[src/rtl/hazard_scoreboard_if.sv]
// Pipeline-to-scoreboard bundle: IF/ID operand info, load writeback and redirect in,
// stall/flush control and scoreboard state out.
interface hazard_scoreboard_if #(
    parameter int REG_AW   = 5,
    parameter int MAX_PEND = 4,
    parameter int SCNT_W   = 16
);
    localparam int NREGS = 2**REG_AW;
    localparam int PCW   = $clog2(MAX_PEND + 1);

    logic [REG_AW-1:0] id_rs1;
    logic [REG_AW-1:0] id_rs2;
    logic              id_use_rs1;
    logic              id_use_rs2;
    logic              id_valid;
    logic              id_is_load;
    logic [REG_AW-1:0] id_rd;
    logic              wb_valid;
    logic [REG_AW-1:0] wb_rd;
    logic              redirect;
    logic              stall_pc;
    logic              stall_if_id;
    logic              flush_if_id;
    logic              flush_id_ex;
    logic [NREGS-1:0]  busy_vec;
    logic [PCW-1:0]    pend_cnt;
    logic [SCNT_W-1:0] stall_cycles;
    logic              underflow_err;

    modport master (
        output id_rs1, id_rs2, id_use_rs1, id_use_rs2, id_valid, id_is_load, id_rd,
               wb_valid, wb_rd, redirect,
        input  stall_pc, stall_if_id, flush_if_id, flush_id_ex,
               busy_vec, pend_cnt, stall_cycles, underflow_err
    );

    modport slave (
        input  id_rs1, id_rs2, id_use_rs1, id_use_rs2, id_valid, id_is_load, id_rd,
               wb_valid, wb_rd, redirect,
        output stall_pc, stall_if_id, flush_if_id, flush_id_ex,
               busy_vec, pend_cnt, stall_cycles, underflow_err
    );
endinterface

[src/rtl/hazard_scoreboard.sv]
// Load-use / outstanding-load scoreboard: tracks registers awaiting load data and
// produces stall/flush control for a simple in-order pipeline.
module hazard_scoreboard #(
    parameter int REG_AW   = 5,
    parameter int MAX_PEND = 4,
    parameter int SCNT_W   = 16
) (
    input  logic                clk,
    input  logic                rst_n,
    hazard_scoreboard_if.slave  sb
);
    localparam int NREGS = 2**REG_AW;
    localparam int PCW   = $clog2(MAX_PEND + 1);
    localparam logic [REG_AW-1:0] REG0      = {REG_AW{1'b0}};
    localparam logic [PCW-1:0]    PEND_FULL = PCW'(MAX_PEND);
    localparam logic [PCW-1:0]    PEND_ZERO = {PCW{1'b0}};
    localparam logic [PCW-1:0]    PEND_ONE  = PCW'(1'b1);
    localparam logic [SCNT_W-1:0] SCNT_MAX  = {SCNT_W{1'b1}};
    localparam logic [SCNT_W-1:0] SCNT_ONE  = SCNT_W'(1'b1);

    logic [NREGS-1:0]  busy_r;
    logic [NREGS-1:0]  busy_nxt_s;
    logic [PCW-1:0]    pend_r;
    logic [PCW-1:0]    pend_nxt_s;
    logic [SCNT_W-1:0] stall_r;
    logic              uf_r;
    logic              uf_set_s;
    logic              raw1_s;
    logic              raw2_s;
    logic              struct_s;
    logic              hz_s;
    logic              issue_s;
    logic              ld_issue_s;
    logic              stall_pc_s;
    logic              stall_if_id_s;
    logic              flush_if_id_s;
    logic              flush_id_ex_s;

    // Hazard detection; a writeback landing this cycle bypasses the RAW check.
    always_comb begin
        raw1_s     = sb.id_use_rs1 && (sb.id_rs1 != REG0) && busy_r[sb.id_rs1]
                     && !(sb.wb_valid && (sb.wb_rd == sb.id_rs1));
        raw2_s     = sb.id_use_rs2 && (sb.id_rs2 != REG0) && busy_r[sb.id_rs2]
                     && !(sb.wb_valid && (sb.wb_rd == sb.id_rs2));
        struct_s   = sb.id_valid && sb.id_is_load && (pend_r == PEND_FULL) && !sb.wb_valid;
        hz_s       = sb.id_valid && (raw1_s || raw2_s || struct_s) && !sb.redirect;
        issue_s    = sb.id_valid && !hz_s && !sb.redirect;
        ld_issue_s = issue_s && sb.id_is_load;
    end

    // Pipeline control; redirect takes priority over any hazard.
    always_comb begin
        stall_pc_s    = 1'b0;
        stall_if_id_s = 1'b0;
        flush_if_id_s = 1'b0;
        flush_id_ex_s = 1'b0;
        if (sb.redirect) begin
            flush_if_id_s = 1'b1;
            flush_id_ex_s = 1'b1;
        end else if (hz_s) begin
            stall_pc_s    = 1'b1;
            stall_if_id_s = 1'b1;
            flush_id_ex_s = 1'b1;
        end else begin
            stall_pc_s    = 1'b0;
        end
    end

    // Busy-bit next state: a load issue setting an index beats a writeback clearing it.
    always_comb begin
        busy_nxt_s = busy_r;
        for (int i = 0; i < NREGS; i++) begin
            busy_nxt_s[i] = (ld_issue_s && (sb.id_rd != REG0) && (sb.id_rd == REG_AW'(i)))
                         || (busy_r[i] && !(sb.wb_valid && (sb.wb_rd != REG0)
                                            && (sb.wb_rd == REG_AW'(i))));
        end
    end

    // Outstanding-load count; a writeback with nothing outstanding flags underflow.
    always_comb begin
        pend_nxt_s = pend_r;
        uf_set_s   = 1'b0;
        case ({ld_issue_s, sb.wb_valid})
            2'b10: pend_nxt_s = pend_r + PEND_ONE;
            2'b01: begin
                if (pend_r == PEND_ZERO) begin
                    uf_set_s = 1'b1;
                end else begin
                    pend_nxt_s = pend_r - PEND_ONE;
                end
            end
            default: pend_nxt_s = pend_r;
        endcase
    end

    // Scoreboard state registers.
    always_ff @(posedge clk or negedge rst_n) begin
        if (!rst_n) begin
            busy_r  <= {NREGS{1'b0}};
            pend_r  <= PEND_ZERO;
            stall_r <= {SCNT_W{1'b0}};
            uf_r    <= 1'b0;
        end else begin
            busy_r <= busy_nxt_s;
            pend_r <= pend_nxt_s;
            uf_r   <= uf_r | uf_set_s;
            if (hz_s && (stall_r != SCNT_MAX)) begin
                stall_r <= stall_r + SCNT_ONE;
            end else begin
                stall_r <= stall_r;
            end
        end
    end

    assign sb.stall_pc      = stall_pc_s;
    assign sb.stall_if_id   = stall_if_id_s;
    assign sb.flush_if_id   = flush_if_id_s;
    assign sb.flush_id_ex   = flush_id_ex_s;
    assign sb.busy_vec      = busy_r;
    assign sb.pend_cnt      = pend_r;
    assign sb.stall_cycles  = stall_r;
    assign sb.underflow_err = uf_r;
endmodule

[src/flat_wrapper.sv]
// flat-port wrapper written by rule: the top's interface ports become plain ports
module hazard_scoreboard_flat 
#(
    parameter int REG_AW   = 5,
    parameter int MAX_PEND = 4,
    parameter int SCNT_W   = 16
)
  (clk, rst_n, sb_id_rs1, sb_id_rs2, sb_id_use_rs1, sb_id_use_rs2, sb_id_valid, sb_id_is_load, sb_id_rd, sb_wb_valid, sb_wb_rd, sb_redirect, sb_stall_pc, sb_stall_if_id, sb_flush_if_id, sb_flush_id_ex, sb_busy_vec, sb_pend_cnt, sb_stall_cycles, sb_underflow_err);
  hazard_scoreboard_if #(.REG_AW(REG_AW), .MAX_PEND(MAX_PEND), .SCNT_W(SCNT_W)) sb_i ();
  input  logic clk;
  input  logic rst_n;
  input wire logic [$bits(sb_i.id_rs1)-1:0] sb_id_rs1;
  input wire logic [$bits(sb_i.id_rs2)-1:0] sb_id_rs2;
  input wire logic [$bits(sb_i.id_use_rs1)-1:0] sb_id_use_rs1;
  input wire logic [$bits(sb_i.id_use_rs2)-1:0] sb_id_use_rs2;
  input wire logic [$bits(sb_i.id_valid)-1:0] sb_id_valid;
  input wire logic [$bits(sb_i.id_is_load)-1:0] sb_id_is_load;
  input wire logic [$bits(sb_i.id_rd)-1:0] sb_id_rd;
  input wire logic [$bits(sb_i.wb_valid)-1:0] sb_wb_valid;
  input wire logic [$bits(sb_i.wb_rd)-1:0] sb_wb_rd;
  input wire logic [$bits(sb_i.redirect)-1:0] sb_redirect;
  output wire logic [$bits(sb_i.stall_pc)-1:0] sb_stall_pc;
  output wire logic [$bits(sb_i.stall_if_id)-1:0] sb_stall_if_id;
  output wire logic [$bits(sb_i.flush_if_id)-1:0] sb_flush_if_id;
  output wire logic [$bits(sb_i.flush_id_ex)-1:0] sb_flush_id_ex;
  output wire logic [$bits(sb_i.busy_vec)-1:0] sb_busy_vec;
  output wire logic [$bits(sb_i.pend_cnt)-1:0] sb_pend_cnt;
  output wire logic [$bits(sb_i.stall_cycles)-1:0] sb_stall_cycles;
  output wire logic [$bits(sb_i.underflow_err)-1:0] sb_underflow_err;
  assign sb_i.id_rs1 = sb_id_rs1;
  assign sb_i.id_rs2 = sb_id_rs2;
  assign sb_i.id_use_rs1 = sb_id_use_rs1;
  assign sb_i.id_use_rs2 = sb_id_use_rs2;
  assign sb_i.id_valid = sb_id_valid;
  assign sb_i.id_is_load = sb_id_is_load;
  assign sb_i.id_rd = sb_id_rd;
  assign sb_i.wb_valid = sb_wb_valid;
  assign sb_i.wb_rd = sb_wb_rd;
  assign sb_i.redirect = sb_redirect;
  assign sb_stall_pc = sb_i.stall_pc;
  assign sb_stall_if_id = sb_i.stall_if_id;
  assign sb_flush_if_id = sb_i.flush_if_id;
  assign sb_flush_id_ex = sb_i.flush_id_ex;
  assign sb_busy_vec = sb_i.busy_vec;
  assign sb_pend_cnt = sb_i.pend_cnt;
  assign sb_stall_cycles = sb_i.stall_cycles;
  assign sb_underflow_err = sb_i.underflow_err;
  hazard_scoreboard #(.REG_AW(REG_AW), .MAX_PEND(MAX_PEND), .SCNT_W(SCNT_W)) u_core (.clk(clk), .rst_n(rst_n), .sb(sb_i));
endmodule
[config.mk]
export PLATFORM = sky130hd
export DESIGN_NAME = hazard_scoreboard_flat
export DESIGN_NICKNAME = d
export VERILOG_FILES = /design/src/rtl/hazard_scoreboard_if.sv /design/src/rtl/hazard_scoreboard.sv /design/src/flat_wrapper.sv
export SDC_FILE = /design/constraint.sdc
export NUM_CORES = 1
export LEC_CHECK = 0
export CORE_MARGIN = 4
export CORE_UTILIZATION = 30
export DETAILED_ROUTE_END_ITERATION = 8
export GPL_ROUTABILITY_DRIVEN = 0
export SLEW_MARGIN = 15
export SYNTH_ARGS = -nofsm -noshare
export SYNTH_HDL_FRONTEND = slang
export SYNTH_SLANG_ARGS = --single-unit
[constraint.sdc]
create_clock -name clk -period 7.19 [get_ports clk]
set_input_delay 1.438 -clock clk [delete_from_list [all_inputs] [get_ports clk]]
set_output_delay 1.438 -clock clk [all_outputs]
set_load 0.005 [all_outputs]
==> impl_metrics.env, run 1 <==
export IMPL_outcome="finished clean"
export IMPL_max_vdd_ir_drop_mv=0.1213
export IMPL_route_vias_total=2947
export IMPL_tritoncts_sinks=52
export IMPL_worstRegToRegCells=12
export IMPL_seq_area_frac_synth=0.3752
export IMPL_die_width_um=115.5
export IMPL_initial_core_util=0.3051
export IMPL_grt_pass1_vias=2803
export IMPL_synth_top_cells_by_area="dfrtp_1 (38%), o41ai_2 (7.5%), mux4_2 (5.8%)"
export IMPL_antenna_found_initial=0
export IMPL_timing_critical_path_to_type="output port"
export IMPL_globalRoute_busiestLayer="met1"
export IMPL_cts_root_to_sink_buffers=2
export IMPL_syn_cell_area_um2=3468
export IMPL_postRouteAntennaNets=0
export IMPL_top_cell_type_by_total_area_after_synthesis="dfrtp_1"
export IMPL_critical_path_startpoint_type="input port"
export IMPL_layout_nets=407
export IMPL_fp_rows=39
export IMPL_drive_above_1_share=0.1534
export IMPL_path_buf_inv=2
export IMPL_yosysUniqueCellTypes=52
export IMPL_clk_root_buffer_cell="clkbuf_16"
export IMPL_area_growth_synth_to_final_pct=29.47
export IMPL_final_period_utilization=0.8292
export IMPL_rr_endpoint="u_core.sb.pend_cnt[1]$_DFFE_PN0P_"
export IMPL_synth_enable_flop_cells=0
export IMPL_pwr_density_cell_nw_per_um2=208.2
export IMPL_die_height_um=115.5
export IMPL_synthesized_flop_and_latch_total=52
export IMPL_number_of_cts_inserted_buffers=5
export IMPL_cts_reportedPaths_clkPinSlew_ns=0.06
export IMPL_drt_pre_antenna_iters=5
export IMPL_endpoint="sb_stall_pc"
export IMPL_cp_slowest_cell="clkdlybuf4s50_1"
export IMPL_fin_crit_ns=5.962
export IMPL_max_slew_margin_rel=0.3158
export IMPL_synth_ff_type="dfrtp_1"
export IMPL_drt_initial_drc_count=247
export IMPL_async_reset_ff_frac=1.000
export IMPL_per_cell_via_count_in_the_routed_design=5.656
export IMPL_post_cts_buffers=0
export IMPL_setup_violations=0
export IMPL_portBuffers=83
export IMPL_most_repeated_cell_in_the_gate_level_netlist_after_synthesis="dfrtp_1"
export IMPL_skew_ns=0.008822
export IMPL_worstPathRequired_ns=5.75
export IMPL_clock_latency_ns=0.29
export IMPL_max_slew_violation_count=0
export IMPL_global_route_usage_met3=0.03969
export IMPL_cp_max_fo=17
export IMPL_timing_fmax_ghz=0.1677
export IMPL_cts_hold_buffers=0
export IMPL_timing_max_cap_violations=0
export IMPL_biggest_cell_delay_along_the_critical_path_ns=0.93
export IMPL_flop2flop_setup_slack_ns=3.82
export IMPL_actual_transition_at_the_worst_max_transition_pin_ns=1.023
export IMPL_grt_start_max_net_pins=53
export IMPL_post_dp_hpwl_mm=7.665
export IMPL_crit_path_start="sb_id_rs2[0]"
export IMPL_drc_errors=0
export IMPL_netlist_instances=310
export IMPL_cpMostUsedCell="clkdlybuf4s50_1"
export IMPL_globalRoute_totalOverflow=0
export IMPL_synth_top_cells_by_count="dfrtp_1 (52), o21ai_0 (33), xnor2_1 (18)"
export IMPL_wl_mm=10.60
export IMPL_setup_repair_after_global_routing_missed_its_margin="false"
export IMPL_worst_setup_path_class="in2out"
export IMPL_hold_path_class="reg2reg"
export IMPL_die_footprint_um2=13340
export IMPL_grt_pass1_wl_mm=16.33
export IMPL_path_delay_family="buffers and inverters"
export IMPL_synthesis_nets=340
export IMPL_synthDominantCellAreaShare=0.3752
export IMPL_avgRoutedWirePerCell_um=20.35
export IMPL_yosysWarnings=0
export IMPL_crit_arrival_ns=4.52
export IMPL_grt_met1_usage=0.2366
export IMPL_power_static_leakage_nw=1.828
export IMPL_timing_final_hold_violations=0
export IMPL_worstReg2RegStart="u_core.sb.busy_vec[9]$_DFF_PN0_"
export IMPL_core_region_area_um2=11370
export IMPL_pin_count=84
export IMPL_clock_tree_htree_level_count=2
export IMPL_tritoncts="built"
export IMPL_timing_critical_path_depth=7
export IMPL_design_power_total_w=0.0009349
export IMPL_post_cts_resized=0
export IMPL_postSynthAreaPerCell_um2=11.19
export IMPL_worstPathCellList="clkdlybuf4s50_1, mux4_1, nand3b_1, o211ai_1, o311ai_4, a31oi_4, clkdlybuf4s50_1"
export IMPL_n_antenna_cell=0
export IMPL_groute_layer_met2_usage=0.2296
export IMPL_gr_usage_all_layers=0.1570
export IMPL_fin_tns_setup_ns=0
==> flip-flops by register name, indices dropped and copies added (netlist names) <==
register                 count
u_core.sb.underflow_err      1
u_core.sb.stall_cycles      16
u_core.sb.pend_cnt           3
u_core.sb.busy_vec          32
==> logic make-up (layout without fill, tap and decap cells) <==
family	count (synthesis)	count (layout)	synth area share
XOR/XNOR	26	26	0.06566
multiplexers	28	28	0.1313
buffers and inverters	35	103	0.05411
AO/OA/AOI/OAI	84	84	0.2233
adder cells (fa/ha/maj)	2	2	0.009379
flip-flops	52	52	0.3752
AND/OR/NAND/NOR	83	83	0.1411
==> final cells by class <==
type | count | area [um2]
repair buffers | 85 | 840.8
clock buffers | 6 | 138.9
inverters | 10 | 37.54
fillers | 1091 | 6879
flip-flops and latches | 52 | 1301
clock inverters | 2 | 13.76
multi-input cells | 223 | 1979
well taps | 143 | 178.9
==> worst min-delay path by stage <==
stage | start | end | slack (ns) | depth (start not counted)
2_1_floorplan | u_core.sb.underflow_err$_DFF_PN0_ | u_core.sb.underflow_err$_DFF_PN0_ | 0.46 | 1
3_3_place_gp | u_core.sb.busy_vec[0]$_DFF_PN0_ | u_core.sb.busy_vec[0]$_DFF_PN0_ | 0.42 | 0
3_5_place_dp | u_core.sb.busy_vec[0]$_DFF_PN0_ | u_core.sb.busy_vec[0]$_DFF_PN0_ | 0.41 | 0
4_1_cts | u_core.sb.busy_vec[0]$_DFF_PN0_ | u_core.sb.busy_vec[0]$_DFF_PN0_ | 0.42 | 0
5_1_grt | u_core.sb.busy_vec[0]$_DFF_PN0_ | u_core.sb.busy_vec[0]$_DFF_PN0_ | 0.43 | 0
6_report | u_core.sb.busy_vec[0]$_DFF_PN0_ | u_core.sb.busy_vec[0]$_DFF_PN0_ | 0.41 | 0
==> through the flow <==
| stage | area, um2 | hold slack (ns) | cells | utilization | worst slack (ns) |
|---|---|---|---|---|---|
| floorplan | 3468 | 0.4602 | 310 | - | 2.590 |
| global placement | 4338 | 0.4197 | 513 | 0.3815 | 1.257 |
| detailed placement | 4338 | 0.4053 | 513 | 0.3815 | 1.229 |
| CTS | 4491 | 0.4196 | 521 | 0.3950 | 1.224 |
| global route | 4491 | 0.4252 | 521 | 0.3950 | 1.065 |
| finish | 4491 | 0.4096 | 521 | 0.3950 | 1.228 |
==> power by group <==
group,switching [W],internal (W)
Sequential,0.0000544,0.000333
Clock,0.000110,0.000139
Combinational,0.000133,0.000165
==> cell usage in the layout (no fill, tap or decap), types with 9 or more instances in the layout <==
| cell | instances |
|---|---|
| clkdlybuf4s50_1 | 82 |
| dfrtp_1 | 52 |
| o21ai_0 | 33 |
| xnor2_1 | 18 |
| o41ai_2 | 16 |
| nand3_1 | 15 |
| mux2i_1 | 11 |
| nand2_1 | 11 |
| and3_1 | 11 |
| inv_1 | 10 |
| nand4_1 | 10 |
| mux4_2 | 9 |
==> metal layers <==
layer / vias to the layer above / routed length, um / share of wire
met5: - / 0 / 0
met4: 0 / 63 / 0.0059
met3: 5 / 917 / 0.087
met2: 124 / 4715 / 0.44
met1: 1488 / 4903 / 0.46
li1: 1330 / - / -
==> worst reg2reg max path, cell delays in order, from the launching register on <==
cell and delay (ns):
dfrtp_1 0.43, mux4_1 0.52, nand3b_1 0.10, o211ai_1 0.16
o311ai_4 0.44, nand4_4 0.13, buf_4 0.33, nand2_1 0.17
fa_1 0.45, inv_1 0.09, o211ai_1 0.09, mux2_4 0.30
o221ai_1 0.07
Power figures use the tool's default switching activity.
==> run 2: changes to the inputs <==
==> constraint.sdc (replaced) <==
create_clock -name clk -period 5.5 [get_ports clk]
set_input_delay 1.1 -clock clk [delete_from_list [all_inputs] [get_ports clk]]
set_output_delay 1.1 -clock clk [all_outputs]
set_load 0.005 [all_outputs]
==> run 2 against run 1 <==
Net effect: global-route usage rose by 0.76 points; count of clock-buffer cells in the layout fell by 1; critical endpoint is now sb_flush_id_ex; worst hold slack improved by 0.011 ns; sequential share of layout area fell by 0.35 points; non-clock buffer count rose by 3; sequential power rose by 31%; register-to-register slack got worse by 1.3 ns.
==> impl_metrics.env, run 2 (synthesis gave the netlist of run 1 again) <==
export IMPL_timing_final_hold_violations=0
export IMPL_timing_critical_path_depth=9
export IMPL_setup_repair_after_global_routing_missed_its_margin="false"
export IMPL_cellInternalPower_w=0.0009099
export IMPL_tritoncts_sinks=52
export IMPL_per_cell_via_count_in_the_routed_design=5.585
export IMPL_antenna_found_initial=0
export IMPL_layout_cells_most_common_list="clkdlybuf4s50_1 (82), dfrtp_1 (52), o21ai_0 (33)"
export IMPL_tritoncts="built"
export IMPL_max_slew_violation_count=0
export IMPL_switching_share=0.2959
export IMPL_fin_tns_setup_ns=0
export IMPL_clk_root_buffer_cell="clkbuf_16"
export IMPL_worstPathRequired_ns=4.40
export IMPL_layout_nets=410
export IMPL_fin_crit_ns=4.964
export IMPL_post_cts_buffers=0
export IMPL_fp_rows=39
export IMPL_placement_setup_worst_slack_ns=0.5155
export IMPL_max_slew_margin_rel=0.3456
export IMPL_cts_reportedPaths_clkPinSlew_ns=0.07
export IMPL_drt_pre_antenna_iters=5
export IMPL_outcome="finished clean"
export IMPL_cts_root_to_sink_buffers=2
export IMPL_worstPathCellList="clkdlybuf4s50_1, buf_4, mux2_4, a31oi_1, o211ai_1, o311ai_4, nand3_1, a21o_1, clkdlybuf4s50_1"
export IMPL_setup_violations=0
export IMPL_die_height_um=115.5
export IMPL_cpMostUsedCell="clkdlybuf4s50_1"
export IMPL_globalRoute_totalOverflow=0
export IMPL_actual_transition_at_the_worst_max_transition_pin_ns=0.9785
export IMPL_n_antenna_cell=0
export IMPL_grt_pass1_wl_mm=16.95
export IMPL_hold_path_class="reg2reg"
export IMPL_path_buf_inv=3
export IMPL_timing_fmax_ghz=0.2015
export IMPL_timing_critical_path_to_type="output port"
export IMPL_layout_cells_most_common="clkdlybuf4s50_1"
export IMPL_pwr_density_cell_nw_per_um2=284.3
export IMPL_crit_arrival_ns=3.86
export IMPL_post_cts_resized=0
export IMPL_wl_mm=10.88
export IMPL_number_of_cts_inserted_buffers=5
export IMPL_holdWs_ns=0.4204
export IMPL_route_vias_total=2921
export IMPL_clock_tree_htree_level_count=2
export IMPL_core_region_area_um2=11370
export IMPL_biggest_cell_delay_along_the_critical_path_ns=0.68
export IMPL_gr_usage_all_layers=0.1645
export IMPL_portBuffers=83
export IMPL_cts_hold_buffers=0
export IMPL_drc_errors=0
export IMPL_hold_path_depth=0
export IMPL_share_seq_of_total_power=0.393
export IMPL_initial_core_util=0.3051
export IMPL_fillCellCount=1072
export IMPL_pin_count=84
export IMPL_flop2flop_setup_slack_ns=2.52
export IMPL_power_share_clock=0.307
export IMPL_timing_max_cap_violations=0
export IMPL_die_width_um=115.5
export IMPL_worstRegToRegCells=11
export IMPL_p_sw_w=0.0003824
export IMPL_cp_max_fo=7
export IMPL_die_footprint_um2=13340
export IMPL_max_vdd_ir_drop_mv=0.1499
export IMPL_grt_pass1_vias=2889
export IMPL_final_period_utilization=0.9025
export IMPL_power_static_leakage_nw=1.856
export IMPL_avgRoutedWirePerCell_um=20.80
export IMPL_grt_start_max_net_pins=53
export IMPL_setup_ws_ns=0.5364
export IMPL_drt_initial_drc_count=226
export IMPL_post_dp_hpwl_mm=7.929
export IMPL_area_growth_synth_to_final_pct=31.06
export IMPL_power_share_combinational=0.300
export IMPL_multi_input_area_um2=1979
export IMPL_skew_ns=0.01010
export IMPL_cp_slowest_cell="clkdlybuf4s50_1"
export IMPL_worst_setup_path_class="in2out"
export IMPL_drive_above_1_share=0.1579
export IMPL_ff_latch_area_um2=1301
export IMPL_largest_register_ffs=32
export IMPL_postRouteAntennaNets=0
export IMPL_critical_path_startpoint_type="input port"
export IMPL_path_delay_family="buffers and inverters"
export IMPL_clock_latency_ns=0.29
==> run 2: cell types whose count changed in the layout (fill, tap and decap cells not counted) <==
cell / delta
inv_6: -1
bufinv_16: +2
clkbuf_8: -1
clkinv_2: -1
buf_4: +3
==> run 2: cell type report <==
| type | instances | area share |
|---|---|---|
| tap | 143 | 0.03936 |
| timing repair buffer | 88 | 0.1899 |
| clock buffer | 5 | 0.02753 |
| multi-input combinational | 223 | 0.4355 |
| inverter | 10 | 0.008258 |
| sequential | 52 | 0.2863 |
| clock inverter | 2 | 0.01321 |
==> run 2: through the flow <==
stage          instances  area [um2]  power [W]    util
6_report             523        4546   0.001292  0.3998
4_1_cts              523        4546   0.001304  0.3998
3_5_place_dp         516        4360  0.0009045  0.3835
5_1_grt              523        4546   0.001366  0.3998
3_3_place_gp         516        4360  0.0008986  0.3835
2_1_floorplan        310        3468  0.0006962       -
==> run 2: path summary, 6_finish.rpt <==
| kind | startpoint | to |
|---|---|---|
| setup reg to reg | u_core.sb.busy_vec[9]$_DFF_PN0_ | u_core.sb.pend_cnt[1]$_DFFE_PN0P_ |
| setup / recovery | sb_id_rs2[0] | sb_flush_id_ex |
| min in group asynchronous | rst_n | u_core.sb.stall_cycles[9]$_DFFE_PN0P_ |
| hold reg to reg | u_core.sb.busy_vec[0]$_DFF_PN0_ | u_core.sb.busy_vec[0]$_DFF_PN0_ |
| max in group asynchronous | rst_n | u_core.sb.busy_vec[5]$_DFF_PN0_ |
| hold / removal | u_core.sb.busy_vec[0]$_DFF_PN0_ | u_core.sb.busy_vec[0]$_DFF_PN0_ |
==> run 2: routing by layer <==
layer | GRT usage | part of all wire | vias up
li1 | - | - | 1341
met1 | 0.2550 | 0.47 | 1473
met2 | 0.2384 | 0.44 | 99
met3 | 0.02924 | 0.076 | 8
met4 | 0.03599 | 0.010 | 0
met5 | 0 | 0 | -
==> run 2: power groups by stage <==
stage | Sequential (W) | Combinational [W] | Clock, W
4_1_cts | 0.000507 | 0.000393 | 0.000404
2_1_floorplan | 0.000493 | 0.000203 | 0
6_report | 0.000508 | 0.000387 | 0.000397
3_5_place_dp | 0.000514 | 0.000391 | 0
3_3_place_gp | 0.000513 | 0.000385 | 0
5_1_grt | 0.000518 | 0.000429 | 0.000419
